## src/rtl/booth_pkg.sv

```systemverilog
// Shared constants and the result-FIFO entry type for the Booth multiplier
// back end (multiplier pipeline and product accumulator).
package booth_pkg;
  localparam int MUL_LATENCY    = 8;
  localparam int PROD_W         = 16;
  localparam int ACC_W_MAX      = 24;
  localparam int CNT_W_MAX      = 8;
  localparam int FIFO_DEPTH_DEF = 4;
  localparam int FIFO_PTR_W     = $clog2(FIFO_DEPTH_DEF);

  // Fields are sized for the widest supported configuration. Narrower
  // accumulators store a sign-extended sum and read back the low bits.
  typedef struct packed {
    logic [ACC_W_MAX-1:0] data;
    logic [CNT_W_MAX-1:0] terms;
    logic                 ovf;
  } acc_result_t;
endpackage

```

## src/rtl/booth_product_accumulator_fifo.sv

```systemverilog
// Synchronous show-ahead result FIFO. A push while full is accepted only when a
// pop happens in the same cycle.
module acc_result_fifo
  import booth_pkg::*;
#(
  parameter int DEPTH = FIFO_DEPTH_DEF,
  localparam int AW   = $clog2(DEPTH)
) (
  input  logic        clk,
  input  logic        rst,
  input  logic        push,
  input  acc_result_t din,
  input  logic        pop,
  output acc_result_t dout,
  output logic        empty,
  output logic        full,
  output logic [AW:0] free
);
  acc_result_t       mem [DEPTH];
  logic [AW-1:0]     wptr, rptr;
  logic [AW:0]       cnt;
  logic              do_push, do_pop;

  assign do_pop  = pop && !empty;
  assign do_push = push && (!full || do_pop);
  assign empty   = (cnt == '0);
  assign full    = (cnt == (AW+1)'(DEPTH));
  assign free    = (AW+1)'(DEPTH) - cnt;
  assign dout    = mem[rptr];

  always_ff @(posedge clk) begin
    if (rst) begin
      wptr <= '0;
      rptr <= '0;
      cnt  <= '0;
    end else begin
      if (do_push) begin
        mem[wptr] <= din;
        wptr      <= wptr + 1'b1;
      end
      if (do_pop) rptr <= rptr + 1'b1;
      cnt <= cnt + (AW+1)'(do_push) - (AW+1)'(do_pop);
    end
  end
endmodule

```

## src/rtl/booth_product_accumulator.sv

```systemverilog
// Accumulates products from the unstallable Booth multiplier into dot-product
// results, queues them in a small FIFO and issues credit for last terms.
module booth_product_accumulator
  import booth_pkg::*;
#(
  parameter int LATENCY    = MUL_LATENCY,
  parameter int PROD_W     = booth_pkg::PROD_W,
  parameter int ACC_W      = 24,
  parameter int CNT_W      = 8,
  parameter int FIFO_DEPTH = FIFO_DEPTH_DEF
) (
  input  logic              clk,
  input  logic              rst,
  input  logic              issue_valid,
  input  logic              issue_last,
  input  logic [PROD_W-1:0] product,
  output logic              issue_ok,
  output logic              acc_valid,
  input  logic              acc_ready,
  output logic [ACC_W-1:0]  acc_data,
  output logic [CNT_W-1:0]  acc_terms,
  output logic              acc_ovf,
  output logic              err
);
  localparam int AW = $clog2(FIFO_DEPTH);
  localparam int IW = $clog2(LATENCY+1);

  logic [LATENCY-1:0]       vld_pipe, lst_pipe;
  logic                     d_valid, d_last;
  logic [IW-1:0]            inflight;
  logic signed [ACC_W-1:0]  sext, base, acc, acc_next;
  logic [CNT_W-1:0]         cnt, cnt_base, cnt_next;
  logic                     ovf, ovf_next, first;
  logic                     push, pop, empty, full;
  logic [AW:0]              free;
  acc_result_t              din, head;

  assign d_valid = vld_pipe[LATENCY-1];
  assign d_last  = lst_pipe[LATENCY-1];

  assign sext     = ACC_W'(signed'(product));
  assign base     = first ? '0 : acc;
  assign acc_next = base + sext;
  assign ovf_next = (first ? 1'b0 : ovf) |
                    ((base[ACC_W-1] == sext[ACC_W-1]) && (acc_next[ACC_W-1] != base[ACC_W-1]));
  assign cnt_base = first ? '0 : cnt;
  assign cnt_next = (cnt_base == '1) ? cnt_base : cnt_base + 1'b1;

  assign push = d_valid && d_last;
  assign pop  = acc_valid && acc_ready;

  always_comb begin
    din       = '0;
    din.data  = ACC_W_MAX'(acc_next);
    din.terms = CNT_W_MAX'(cnt_next);
    din.ovf   = ovf_next;
  end

  always_ff @(posedge clk) begin
    if (rst) begin
      vld_pipe <= '0;
      lst_pipe <= '0;
      inflight <= '0;
      acc      <= '0;
      cnt      <= '0;
      ovf      <= 1'b0;
      first    <= 1'b1;
      err      <= 1'b0;
    end else begin
      vld_pipe <= {vld_pipe[LATENCY-2:0], issue_valid};
      lst_pipe <= {lst_pipe[LATENCY-2:0], issue_valid & issue_last};
      inflight <= inflight + IW'(issue_valid & issue_last) - IW'(d_last);
      if (d_valid && !d_last) begin
        acc   <= acc_next;
        cnt   <= cnt_next;
        ovf   <= ovf_next;
        first <= 1'b0;
      end else if (push) begin
        first <= 1'b1;
      end
      if (push && full && !pop) err <= 1'b1;
    end
  end

  acc_result_fifo #(.DEPTH(FIFO_DEPTH)) u_fifo (
    .clk(clk), .rst(rst), .push(push), .din(din), .pop(pop),
    .dout(head), .empty(empty), .full(full), .free(free)
  );

  // Every last term already in the delay line needs a FIFO slot when it lands.
  assign issue_ok  = (32'(free) + 32'(pop)) > 32'(inflight);
  assign acc_valid = !empty;
  assign acc_data  = empty ? '0 : head.data[ACC_W-1:0];
  assign acc_terms = empty ? '0 : head.terms[CNT_W-1:0];
  assign acc_ovf   = !empty && head.ovf;
endmodule
```

## config.mk

```make
export PLATFORM = sky130hd
export DESIGN_NAME = booth_product_accumulator
export DESIGN_NICKNAME = d
export VERILOG_FILES = /design/src/rtl/booth_pkg.sv /design/src/rtl/booth_product_accumulator_fifo.sv /design/src/rtl/booth_product_accumulator.sv
export SDC_FILE = /design/constraint.sdc
export NUM_CORES = 1
export LEC_CHECK = 0
export CAP_MARGIN = 20
export CORE_MARGIN = 2
export CORE_UTILIZATION = 25
export CTS_CLUSTER_SIZE = 10
export DETAILED_ROUTE_END_ITERATION = 6
export PLACE_DENSITY_LB_ADDON = 0.15
export SETUP_SLACK_MARGIN = 0.05
export SLEW_MARGIN = 20
export SYNTH_ARGS = -nofsm -noshare
export SYNTH_HDL_FRONTEND = slang
export SYNTH_SLANG_ARGS = --single-unit
```

## constraint.sdc

```tcl
create_clock -name clk -period 7.1 [get_ports clk]
set_input_delay 1.42 -clock clk [delete_from_list [all_inputs] [get_ports clk]]
set_output_delay 1.42 -clock clk [all_outputs]
set_load 0.01 [all_outputs]
```

==> reports/results.tsv <==
stage	metric	value	unit
yosys	syn_area	9032	µm²
yosys	synth_nets	777	
clocking	path_clk_slew	0.07	ns
power_and_ir_drop	switching_share	0.2720	
setup_path	crit_required	5.68	ns
route	drc	0	
route	firstDrtPassIters	5	
floorplan	fp.dieH	194.1	µm
yosys	async_reset_ff_frac	0	
power_and_ir_drop	p_per_area	281.5	nW/µm²
floorplan	die_area	37670	µm²
setup_path	cp_max_fo	4	
route	wl_per_cell	16.65	µm
setup_path	startpoint_type	input pin	
grt	overflow	0	
clocking	cts_root_buffer	clkbuf_16	
sta	rsz0062_at_grt	no	
clocking	cts_resized	0	
grt	grt_pass1_wl	32640	µm
setup_path	crit_path_frequent_cell	ha_1	
sta	skew	0.007667	ns
yosys	syn_inst	710	
sta	finalSetupViolations	0	
clocking	hold_buffers	0	
clocking	cts.path.max_buffers	2	
route	drt_wl_total	20500	µm
run_status	status	finished clean	
job	cap_violations	0	
yosys	synth_edf_count	132	
setup_path	worst_path_max_delay_cell	clkdlybuf4s50_1	
clocking	worst_skew_pair.late_latency	0.43	ns
setup_path	crit_start	acc_ready	
cells_and_area	final_cell_count_no_fill	1231	
placement	dp.cells	1200	
yosys	yosysWarnings	0	
cells_and_area	final_common_cell	edfxtp_1	
cells_and_area	fin_util	0.2995	
clocking	cts_buffers	17	
sta	fin_crit_sh	0.7375	
sta	fin_crit	5.236	ns
floorplan	ios	57	
clocking	cts_sinks	196	
cells_and_area	finalInstanceArea	10650	µm²
power_and_ir_drop	power_frac_seq	0.422	
floorplan	initial_utilization	0.2539	
setup_path	critPathTopFamily	buffers and inverters	
power_and_ir_drop	netSwitchingPower	815.8	µW
yosys	synth_ff_type	edfxtp_1	
clocking	ctsHtreeMaxLevel	4	
setup_path	cpPeakStageDelay	0.56	ns
grt	grt_max_degree	66	
sta	slew_headroom	0.2907	
yosys	yosys.cell_types.count	59	
cells_and_area	drive_gt1_frac	0.1130	
yosys	synth_area_leader_cell	edfxtp_1	
placement	io_buffers	56	
grt	track_usage	0.1121	
setup_path	cp-end-kind	output pin	
sta	setup_tns	0	ns
placement	dp_slack	1.835	ns
power_and_ir_drop	p_leak	3.608	nW
floorplan	core	35570	µm²
sta	layout_setup_ws	1.864	ns
floorplan	die_w	194.1	µm
grt	grt_pass1_vias	5521	
floorplan	placementRows	69	
yosys	yosysTopAreaCellShare	0.4388	
sta	fmax	191.0	MHz
route	vias_per_cell	4.361	
placement	place_congestion	0.7454	
setup_path	critPathKind	input pin to output pin	
setup_path	arrival	3.82	ns
placement	post-dp-hpwl	13010	µm
min_path	hold_class	flip-flop to flip-flop	
power_and_ir_drop	combPwrFrac	0.267	
placement	place_area	10090	µm²
setup_path	crit_chain	clkdlybuf4s50_1, nand2_1, inv_1, ha_1, ha_1, ha_1, nor2b_1, o21ai_0, nand2b_1, a21oi_1, a41oi_1, clkdlybuf4s50_1	
yosys	synth_seq_cells	196	
clocking	post-cts-setup-buffer-count	0	
cells_and_area	area_delta_synth_final	17.95	%
grt	antenna_found_initial	0	
cells_and_area	fin_nets	825	
cells_and_area	antenna_cells	0	
power_and_ir_drop	p_clk_frac	0.312	
sta	worst_pin_slew	1.064	ns
yosys	synth.area.top_cells	edfxtp_1 44%, dfxtp_1 14%, mux4_2 8.2%	
route	vias	5369	
route	drtIter0Drc	293	
power_and_ir_drop	ir_drop	0.0001329	V
yosys	yosysSeqAreaShare	0.5807	
setup_path	crit_buf_inv	3	
sta	hold_violations	0	
cells_and_area	final_cell_mix	132 x edfxtp_1, 67 x nand2_1, 63 x dfxtp_1	
sta	slew_violations	0	
power_and_ir_drop	total_power	2.999	mW
sta	timing.hold.ws	0.4370	ns
route	antenna_left	0	
clocking	cts_tree	yes	
setup_path	reg2reg_from	first$_SDFFE_PP1P_	
min_path	min_from	vld_pipe[2]$_SDFF_PP0_	
yosys	avgSynthCellArea	12.72	µm²
cells_and_area	fillCellCount	3618	
power_and_ir_drop	internal_power	2.183	mW
[kinds of logic (layout without fill, tap and decap cells)]
logic type / count (synthesis) / after routing / synth area share
xor+xnor: 37 / 37 / 0.03588
simple gates: 229 / 229 / 0.1283
fa+ha+maj: 46 / 46 / 0.06621
compound gates: 106 / 106 / 0.07661
flops: 196 / 196 / 0.5807
buf+inv: 59 / 119 / 0.02549
mux: 37 / 37 / 0.08685
[synthesized netlist by cell type, types with 7 or more instances]
library cell and count:
xnor2_1 23, inv_1 26, nor3_1 10, mux4_2 33, xor2_1 14, nor2b_1 46, dfxtp_1 64, and2_1 36
clkbuf_1 26, edfxtp_1 132, nand3_1 7, nor2_1 41, ha_1 43, a21oi_1 48, a21o_1 8, o21ai_0 10
nand2_1 67
[flip-flops by register name, indices dropped and copies added, names as in the netlist, named ones only]
signal,count
u_fifo.mem,132
acc,24
cnt,8
lst_pipe,8
vld_pipe,8
inflight,4
u_fifo.cnt,3
u_fifo.rptr,2
u_fifo.wptr,2
err,1
first,1
ovf,1
[worst paths after layout]
kind | cells after the start | end | slack, ns
setup / recovery | 12 | issue_ok | 1.86
hold / removal | 1 | vld_pipe[3]$_SDFF_PP0_ | 0.44
setup reg to reg | 12 | acc[16]$_SDFFE_PP0P_ | 3.60
hold reg to reg | 1 | vld_pipe[3]$_SDFF_PP0_ | 0.44
[worst reg2reg max path: stages, from the launching register on]
cell and delay, ns:
dfxtp_1 0.31, buf_4 0.41, nor2b_1 0.11, ha_1 0.24
fa_1 0.44, a211oi_2 0.20, o21bai_1 0.15, a221o_2 0.44
a31oi_1 0.33, o21ai_0 0.17, xor2_1 0.40, nand2_1 0.09
a21oi_1 0.15
[metal layers]
layer / up-vias / wire [µm] / track usage
met2: 76 / 9497 / 0.1807
met1: 2614 / 10160 / 0.1542
met5: - / 0 / 0
li1: 2665 / - / -
met4: 0 / 219 / 0.03114
met3: 14 / 623 / 0.02070
[final cells by class]
cell class	count	area, µm²	area share
clock buffer	18	429.2	0.04028
clock inverter	13	133.9	0.01257
inverter	26	97.59	0.009160
multi-input combinational	455	3570	0.3351
sequential	196	5246	0.4924
tap	461	576.8	0.05414
timing repair buffer	62	600.6	0.05637
[power groups by stage]
stage	registers, mW	logic [mW]	clock network [mW]
after floorplan	1.27	0.481	0
after global placement	1.29	0.835	0
after detailed placement	1.29	0.830	0
after CTS	1.27	0.833	0.971
after global routing	1.27	0.894	1.02
final	1.26	0.799	0.935
Power figures use the tool's default switching activity.
